--- config.mk ---
export PLATFORM = sky130hd
export DESIGN_NAME = nibble_serial_adder_flat
export DESIGN_NICKNAME = d
export VERILOG_FILES = /design/src/rtl/nibble_serial_adder_if.sv /design/src/rtl/nibble_serial_adder.sv /design/src/flat_wrapper.sv
export SDC_FILE = /design/constraint.sdc
export NUM_CORES = 1
export LEC_CHECK = 0
export ABC_AREA = 1
export BUFFER_PORTS_ARGS = -buffer_cell sky130_fd_sc_hd__buf_2
export CORE_ASPECT_RATIO = 0.8
export CORE_MARGIN = 1
export CORE_UTILIZATION = 38
export CTS_CLUSTER_DIAMETER = 30
export DETAILED_ROUTE_END_ITERATION = 12
export MAX_ROUTING_LAYER = met4
export PLACE_DENSITY = 0.6
export SLEW_MARGIN = 20
export SYNTH_ARGS = -nofsm -noshare
export SYNTH_HDL_FRONTEND = slang
export SYNTH_SLANG_ARGS = --single-unit
--- constraint.sdc ---
create_clock -name Clk -period 2.2 [get_ports Clk]
set_clock_uncertainty 0.1 [all_clocks]
set_input_delay 0.55 -clock Clk [delete_from_list [all_inputs] [get_ports Clk]]
set_output_delay 0.55 -clock Clk [all_outputs]
set_load 0.02 [all_outputs]
--- src/rtl/nibble_serial_adder_if.sv ---
// Bundles the controller handshake/operand bus and the external 4-bit CLA slice hookup.
// NSA_OVERFLOW_EN adds the Ovf result flag.
interface nibble_serial_adder_if #(
  parameter int unsigned WIDTH = 16
);
  logic             Start;
  logic [WIDTH-1:0] A;
  logic [WIDTH-1:0] B;
  logic             Cin;
  logic             Busy;
  logic             Done;
  logic [WIDTH-1:0] Sum;
  logic             Cout;
`ifdef NSA_OVERFLOW_EN
  logic             Ovf;
`endif
  logic [3:0]       Slice_A;
  logic [3:0]       Slice_B;
  logic             Slice_Cin;
  logic [3:0]       Slice_S;
  logic             Slice_Cout;

`ifdef NSA_OVERFLOW_EN
  modport slave (
    input  Start, A, B, Cin, Slice_S, Slice_Cout,
    output Busy, Done, Sum, Cout, Ovf, Slice_A, Slice_B, Slice_Cin
  );
  modport master (
    output Start, A, B, Cin, Slice_S, Slice_Cout,
    input  Busy, Done, Sum, Cout, Ovf, Slice_A, Slice_B, Slice_Cin
  );
`else
  modport slave (
    input  Start, A, B, Cin, Slice_S, Slice_Cout,
    output Busy, Done, Sum, Cout, Slice_A, Slice_B, Slice_Cin
  );
  modport master (
    output Start, A, B, Cin, Slice_S, Slice_Cout,
    input  Busy, Done, Sum, Cout, Slice_A, Slice_B, Slice_Cin
  );
`endif
endinterface

--- src/rtl/nibble_serial_adder.sv ---
// Multi-cycle WIDTH-bit adder reusing one external 4-bit CLA slice, LSB nibble first.
// Optional registered two's-complement overflow flag under NSA_OVERFLOW_EN.
module nibble_serial_adder #(
  parameter int unsigned WIDTH = 16
) (
  input  logic                  Clk,
  input  logic                  Reset_n,
  nibble_serial_adder_if.slave  bus_io
);
  localparam int unsigned NIBBLES = WIDTH / 4;
  localparam int unsigned CntW    = (NIBBLES > 1) ? $clog2(NIBBLES) : 1;

  typedef enum logic [1:0] {StIdle, StRun, StDone} state_e;

  state_e           state_q, state_d;
  logic [WIDTH-1:0] op_a_q, op_a_d;
  logic [WIDTH-1:0] op_b_q, op_b_d;
  logic [WIDTH-1:0] acc_q, acc_d;
  logic [WIDTH-1:0] sum_q, sum_d;
  logic [CntW-1:0]  cnt_q, cnt_d;
  logic             carry_q, carry_d;
  logic             cout_q, cout_d;
  logic             busy_q, busy_d;
  logic             done_q, done_d;
`ifdef NSA_OVERFLOW_EN
  logic             ovf_q, ovf_d;
`endif

  always_comb begin
    state_d   = state_q;
    op_a_d    = op_a_q;
    op_b_d    = op_b_q;
    acc_d     = acc_q;
    sum_d     = sum_q;
    cnt_d     = cnt_q;
    carry_d   = carry_q;
    cout_d    = cout_q;
`ifdef NSA_OVERFLOW_EN
    ovf_d     = ovf_q;
`endif
    bus_io.Slice_A   = 4'h0;
    bus_io.Slice_B   = 4'h0;
    bus_io.Slice_Cin = 1'b0;

    unique case (state_q)
      StIdle: begin
        if (bus_io.Start) begin
          op_a_d  = bus_io.A;
          op_b_d  = bus_io.B;
          carry_d = bus_io.Cin;
          cnt_d   = '0;
          acc_d   = '0;
          state_d = StRun;
        end
      end
      StRun: begin
        for (int unsigned i = 0; i < NIBBLES; i++) begin
          if (cnt_q == CntW'(i)) begin
            bus_io.Slice_A      = op_a_q[4*i +: 4];
            bus_io.Slice_B      = op_b_q[4*i +: 4];
            acc_d[4*i +: 4]     = bus_io.Slice_S;
          end
        end
        bus_io.Slice_Cin = carry_q;
        carry_d          = bus_io.Slice_Cout;
        if (cnt_q == CntW'(NIBBLES - 1)) begin
          // acc_d already holds the final nibble, so the result is complete here.
          sum_d   = acc_d;
          cout_d  = bus_io.Slice_Cout;
`ifdef NSA_OVERFLOW_EN
          ovf_d   = (op_a_q[WIDTH-1] == op_b_q[WIDTH-1]) && (acc_d[WIDTH-1] != op_a_q[WIDTH-1]);
`endif
          cnt_d   = '0;
          state_d = StDone;
        end else begin
          cnt_d = cnt_q + CntW'(1);
        end
      end
      StDone: state_d = StIdle;
      default: state_d = StIdle;
    endcase

    busy_d = (state_d != StIdle);
    done_d = (state_d == StDone);
  end

  always_ff @(posedge Clk or negedge Reset_n) begin
    if (!Reset_n) begin
      state_q <= StIdle;
      op_a_q  <= '0;
      op_b_q  <= '0;
      acc_q   <= '0;
      sum_q   <= '0;
      cnt_q   <= '0;
      carry_q <= 1'b0;
      cout_q  <= 1'b0;
      busy_q  <= 1'b0;
      done_q  <= 1'b0;
`ifdef NSA_OVERFLOW_EN
      ovf_q   <= 1'b0;
`endif
    end else begin
      state_q <= state_d;
      op_a_q  <= op_a_d;
      op_b_q  <= op_b_d;
      acc_q   <= acc_d;
      sum_q   <= sum_d;
      cnt_q   <= cnt_d;
      carry_q <= carry_d;
      cout_q  <= cout_d;
      busy_q  <= busy_d;
      done_q  <= done_d;
`ifdef NSA_OVERFLOW_EN
      ovf_q   <= ovf_d;
`endif
    end
  end

  assign bus_io.Busy = busy_q;
  assign bus_io.Done = done_q;
  assign bus_io.Sum  = sum_q;
  assign bus_io.Cout = cout_q;
`ifdef NSA_OVERFLOW_EN
  assign bus_io.Ovf  = ovf_q;
`endif

endmodule
--- src/flat_wrapper.sv ---
// flat-port wrapper written by rule: the top's interface ports become plain ports
module nibble_serial_adder_flat 
#(
  parameter int unsigned WIDTH = 16
)
  (Clk, Reset_n, bus_io_Start, bus_io_A, bus_io_B, bus_io_Cin, bus_io_Slice_S, bus_io_Slice_Cout, bus_io_Busy, bus_io_Done, bus_io_Sum, bus_io_Cout, bus_io_Slice_A, bus_io_Slice_B, bus_io_Slice_Cin);
  nibble_serial_adder_if #(.WIDTH(WIDTH)) bus_io_i ();
  input  logic Clk;
  input  logic Reset_n;
  input wire logic [$bits(bus_io_i.Start)-1:0] bus_io_Start;
  input wire logic [$bits(bus_io_i.A)-1:0] bus_io_A;
  input wire logic [$bits(bus_io_i.B)-1:0] bus_io_B;
  input wire logic [$bits(bus_io_i.Cin)-1:0] bus_io_Cin;
  input wire logic [$bits(bus_io_i.Slice_S)-1:0] bus_io_Slice_S;
  input wire logic [$bits(bus_io_i.Slice_Cout)-1:0] bus_io_Slice_Cout;
  output wire logic [$bits(bus_io_i.Busy)-1:0] bus_io_Busy;
  output wire logic [$bits(bus_io_i.Done)-1:0] bus_io_Done;
  output wire logic [$bits(bus_io_i.Sum)-1:0] bus_io_Sum;
  output wire logic [$bits(bus_io_i.Cout)-1:0] bus_io_Cout;
  output wire logic [$bits(bus_io_i.Slice_A)-1:0] bus_io_Slice_A;
  output wire logic [$bits(bus_io_i.Slice_B)-1:0] bus_io_Slice_B;
  output wire logic [$bits(bus_io_i.Slice_Cin)-1:0] bus_io_Slice_Cin;
  assign bus_io_i.Start = bus_io_Start;
  assign bus_io_i.A = bus_io_A;
  assign bus_io_i.B = bus_io_B;
  assign bus_io_i.Cin = bus_io_Cin;
  assign bus_io_i.Slice_S = bus_io_Slice_S;
  assign bus_io_i.Slice_Cout = bus_io_Slice_Cout;
  assign bus_io_Busy = bus_io_i.Busy;
  assign bus_io_Done = bus_io_i.Done;
  assign bus_io_Sum = bus_io_i.Sum;
  assign bus_io_Cout = bus_io_i.Cout;
  assign bus_io_Slice_A = bus_io_i.Slice_A;
  assign bus_io_Slice_B = bus_io_i.Slice_B;
  assign bus_io_Slice_Cin = bus_io_i.Slice_Cin;
  nibble_serial_adder #(.WIDTH(WIDTH)) u_core (.Clk(Clk), .Reset_n(Reset_n), .bus_io(bus_io_i));
endmodule
### After elaboration in Yosys (flattened, before gate mapping)

Cells that the tools add are included.

| operators by class | value |
|---|---|
| equal/unequal tests | 6 |
| add/subtract/negate cells | 1 |
| reduce and logical (&&, ||, !) cells | 7 |
| multiplexer cells | 25 |

Operators by type and width:

| operator | number |
|---|---|
| 4-bit two-way mux | 14 |
| 16-bit one-hot mux with 2 select lines | 1 |
| 16-bit two-way mux | 1 |
| 2-bit two-way mux | 4 |
| 2-bit one-hot mux with 2 select lines | 2 |
| 2-bit equality test, second input constant | 3 |
| 2-bit AND reduction | 3 |
| 2-bit by 1-bit equality test with 1-bit output, second input constant | 2 |
| 2-bit zero test | 2 |
| 2-bit nonzero test | 2 |
| 2-bit by 1-bit adder with 2-bit output, second input constant | 1 |
| 1-bit two-way mux | 2 |
| 2-bit != test, second input constant | 1 |
| 1-bit one-hot mux with 2 select lines | 1 |

| word-level totals | value |
|---|---|
| output and inout bits | 28 |
| register bits | 72 |
| word-level logic and storage cells | 49 |
| bits of input ports | 41 |

### Longest topological paths before layout

| logic depth | value |
|---|---|
| depth after elaboration | 6 |
| gate-level depth with buffers | 8 |
| gate-level depth less buffers | 7 |

### Least setup slack after synthesis

Ideal clock, no wire load.

| timing | value |
|---|---|
| path kind | register -> output |
| start | reg u_core.cnt_q[0] |
| end | out bus_io_Slice_A[0] |
| required time | 1.550 ns |
| arrival | 1.378 ns |
| buffers on the path | 1 |
| cell stages (with the launch flop) | 9 |
| path slack | 0.172 ns |
| cell sequence | dfrtp_1 -> inv_1 -> ha_1 -> inv_1 -> clkbuf_1 -> nor2_1 -> nor2_1 -> nand2_1 -> nand2_1 |

| on the way | value |
|---|---|
| word-level cells in the longest chain between the ends | 6 |
| elaborated cells between the ends (all ways) | 9 |
| classes of those cells | eq/ne (3); mux (5); reduce/logical (1) |

Ends and longest elaborated chain:

| what | RTL line | text |
|---|---|---|
| start, declared | nibble_serial_adder.sv:20 | `logic [CntW-1:0] cnt_q, cnt_d;` |
| start signal, assigned | nibble_serial_adder.sv:108 | `cnt_q <= cnt_d;` |
| 2-bit zero test | nibble_serial_adder.sv:58 | `if (cnt_q == CntW'(i)) begin` |
| 4-bit two-way mux (3 in series) | nibble_serial_adder.sv:58 |  |
| 4-bit two-way mux (*) | nibble_serial_adder.sv:58 |  |
| 4-bit two-way mux (*) | nibble_serial_adder.sv:45 | `unique case (state_q)` |
| end, declared | flat_wrapper.sv:20 | `output wire logic [$bits(bus_io_i.Slice_A)-1:0] bus_io_Slice_A;` |

Mark *: on every way between the ends. The rest lies on a longest branch, timed or not.

### Worst setup path in the final report

| timing | value |
|---|---|
| start | reg u_core.cnt_q[1] |
| end | out bus_io_Slice_A[1] |

The elaborated chain is that of the path after synthesis.

==> results.ini <==
[global_route]
overflow=0
grt_max_degree=43
track_usage_pct=22.22
antenna_found_initial=0
grt_pass1_vias=2735
grt_pass1_wl_mm=13.61

[detailed_routing]
viasPerCell=4.767
drt-pass1-iter-count=4
dr_total_vias=2798
drc=0
final_antenna_net_count=0
drt-wirelength-per-cell_um=13.74
first_iter_violations=152
drt-total-wl_mm=8.065

[synth]
synth_mux_area_share_pct=0
synthAdderAreaFrac_pct=1.628
syn-instance-count=398
yosys.area_share.simple_pct=35.41
yosysWarnings=0
synthesis.area_um2=3074
synth_top_family_by_area=simple AND/OR/NAND/NOR gates
ys_seq_area_share_pct=55.35
synth_area_per_cell_um2=7.724
synth_compound_area_share_pct=3.093
synth-xor-area-share_pct=0
ys_ff_latch=68
syn-num-nets=443
yosysUniqueCellTypes=17

[worst_setup_path]
endpoint_kind=output pin
max_stage_delay_ns=0.45
worstPathArrival_ns=1.67
crit_slowest_cell=dfrtp_2
worstSetupPathType=reg2out
worstSetupStartpoint=u_core.cnt_q[1]
cpMostUsedCell=nand2_1
startpoint_type=flop
crit_fanout=8
cp_cell_sequence=inv_4 > ha_4 > buf_8 > a21oi_2 > nand2_1 > nand2_1 > nand2_2 > buf_6
worstReg2RegStart=u_core.state_q[1]
cp.required_ns=1.55

[floorplan]
fp.dieH_um=82.45
die_area_um2=8456
ios=69
core-area_um2=7602
num_rows=28
start_util_pct=40.44
die_width_um=102.6

[sta]
fin_tns_setup_ns=-0.7262
final_max_slew_viol_count=0
fin_ws_ns=-0.1224
max_freq_mhz=430.6
final-hold-violation-count=0
worstMarginPinSlew_ns=0.4505
setup_viol=8
period_share_pct=105.6
slew_headroom_pct=69.78
fin_crit_ns=2.322
rsz0062_at_grt=yes

[place]
placed_area_um2=3582
io_buffers=68
gp_congestion=0.7858
numPlacedInstances=564
dp_hpwl_mm=5.127

[outcome]
status=finished, violations left
violations=setup timing

[clocking]
clk_pin_slew_worst_paths_ns=0.08
hold_buffers=0
tritoncts=yes
clock_path_buffers=2
clock_latency_ns=0.35
root_buffer=clkbuf_8
clock_sinks=68
numCtsBuffers=9
htreeDepth=3

[final_layout]
final_design_area_no_fill_um2=4031
seq_area_um2=1705
fillCellCount=763
layout-drive-gt1-share_pct=28.63
multi_input_area_um2=1371
mostFrequentLayoutCells=nand2_1 (207), dfrtp_1 (65), buf_2 (62)
nNetsFinal=522
mostFrequentLayoutCell=nand2_1
area_growth_pct=31.14
finalNonFillerCells=587
diodes=0

[power]
total_leakage_power_nw=2.221
worst_ir_drop_vdd_mv=0.6294
total_power_w=0.006140
power_density_nw_per_um2=1523

[job]
maxCapViolCount=0

[worst_hold_path]
hold_path.class=in2async

==> metal layers <==
| layer | global-route usage, % | up-vias | wire length [um] |
|---|---|---|---|
| met1 | 30.24 | 1314 | 3921 |
| met3 | 5.640 | 10 | 471 |
| met5 | - | - | 0 |
| met4 | 7.143 | 0 | 105 |
| met2 | 32.53 | 76 | 3566 |
| li1 | - | 1398 | - |
==> final timing paths <==
path                                        endpoint  slack, ns  depth (start not counted)
worst max-delay path               bus_io_Slice_A[1]      -0.12                          8
worst min-delay path                 u_core.cnt_q[1]       0.08                          2
worst max register to register  u_core.bus_io.Sum[8]       0.46                          8
worst min register to register  u_core.bus_io.Sum[8]       0.37                          2
max in group asynchronous           u_core.op_a_q[1]       1.68                          2
min in group Clk                  u_core.bus_io.Cout       0.32                          3
==> state kept, by name, summed over array words and instances (netlist names) <==
name / count
u_core.state_q: 2
u_core.bus_io.Cout: 1
u_core.op_a_q: 16
u_core.bus_io.Busy: 1
u_core.cnt_q: 2
u_core.bus_io.Done: 1
u_core.bus_io.Sum: 16
u_core.acc_q: 12
u_core.carry_q: 1
u_core.op_b_q: 16
==> cell usage after synthesis (all sizes together) <==
library cell,n,area (um^2)
nor2,20,85.08
inv,13,48.80
clkbuf,12,45.04
clkinv,1,3.750
nand2,210,788.3
dfrtp,68,1702
a21oi,8,40.04
nand3,43,215.2
ha,4,50.05
buf,8,41.29
o21ai,11,55.05
==> through the flow <==
stage | util (%) | hold WS, ns | worst slack [ns]
2_1_floorplan | - | 0.1544 | 0.1719
3_3_place_gp | 47.12 | 0.3499 | -0.03297
3_5_place_dp | 47.12 | 0.3538 | -0.03108
4_1_cts | 52.44 | 0.07259 | -0.09741
5_1_grt | 53.03 | 0.07861 | -0.2051
6_report | 53.03 | 0.07554 | -0.1224
==> cell type report <==
class	instances	share of cell area, %
tap	105	3.259
clock inverter	7	1.676
inverter	14	1.738
timing repair buffer	87	13.94
clock buffer	9	3.073
sequential	68	42.30
multi-input combinational	297	34.02
==> report_power, final <==
group	switching [W]	internal [W]	leakage (nW)	total, W
sequential	0.000347	0.00181	0.856	0.00215
clock	0.000497	0.000519	0.103	0.00102
combinational	0.00185	0.00112	1.26	0.00297
==> cells by family after synthesis <==
kind of cell,after synthesis
buffers and inverters,34
AND/OR/NAND/NOR,273
flip-flops,68
adder cells (fa/ha/maj),4
AO/OA/AOI/OAI,19
==> critical path, delay by kind of cell, from the launching register on <==
kind / cells / cell delay (ns)
DFF: 1 / 0.45
buffers and inverters: 3 / 0.35
and+or+nand+nor: 3 / 0.21
adders and majority gates: 1 / 0.18
AOI/OAI and AO/OA: 1 / 0.13
==> timing repair <==
action,in CTS,in global routing
endpoints found under the setup margin,8,8
buffers inserted,6,0
gates resized for setup,45,15
hold endpoints to repair,0,0
cloned,1,0
pin swaps,10,10
Note: power is estimated with default switching activity, not from simulation.
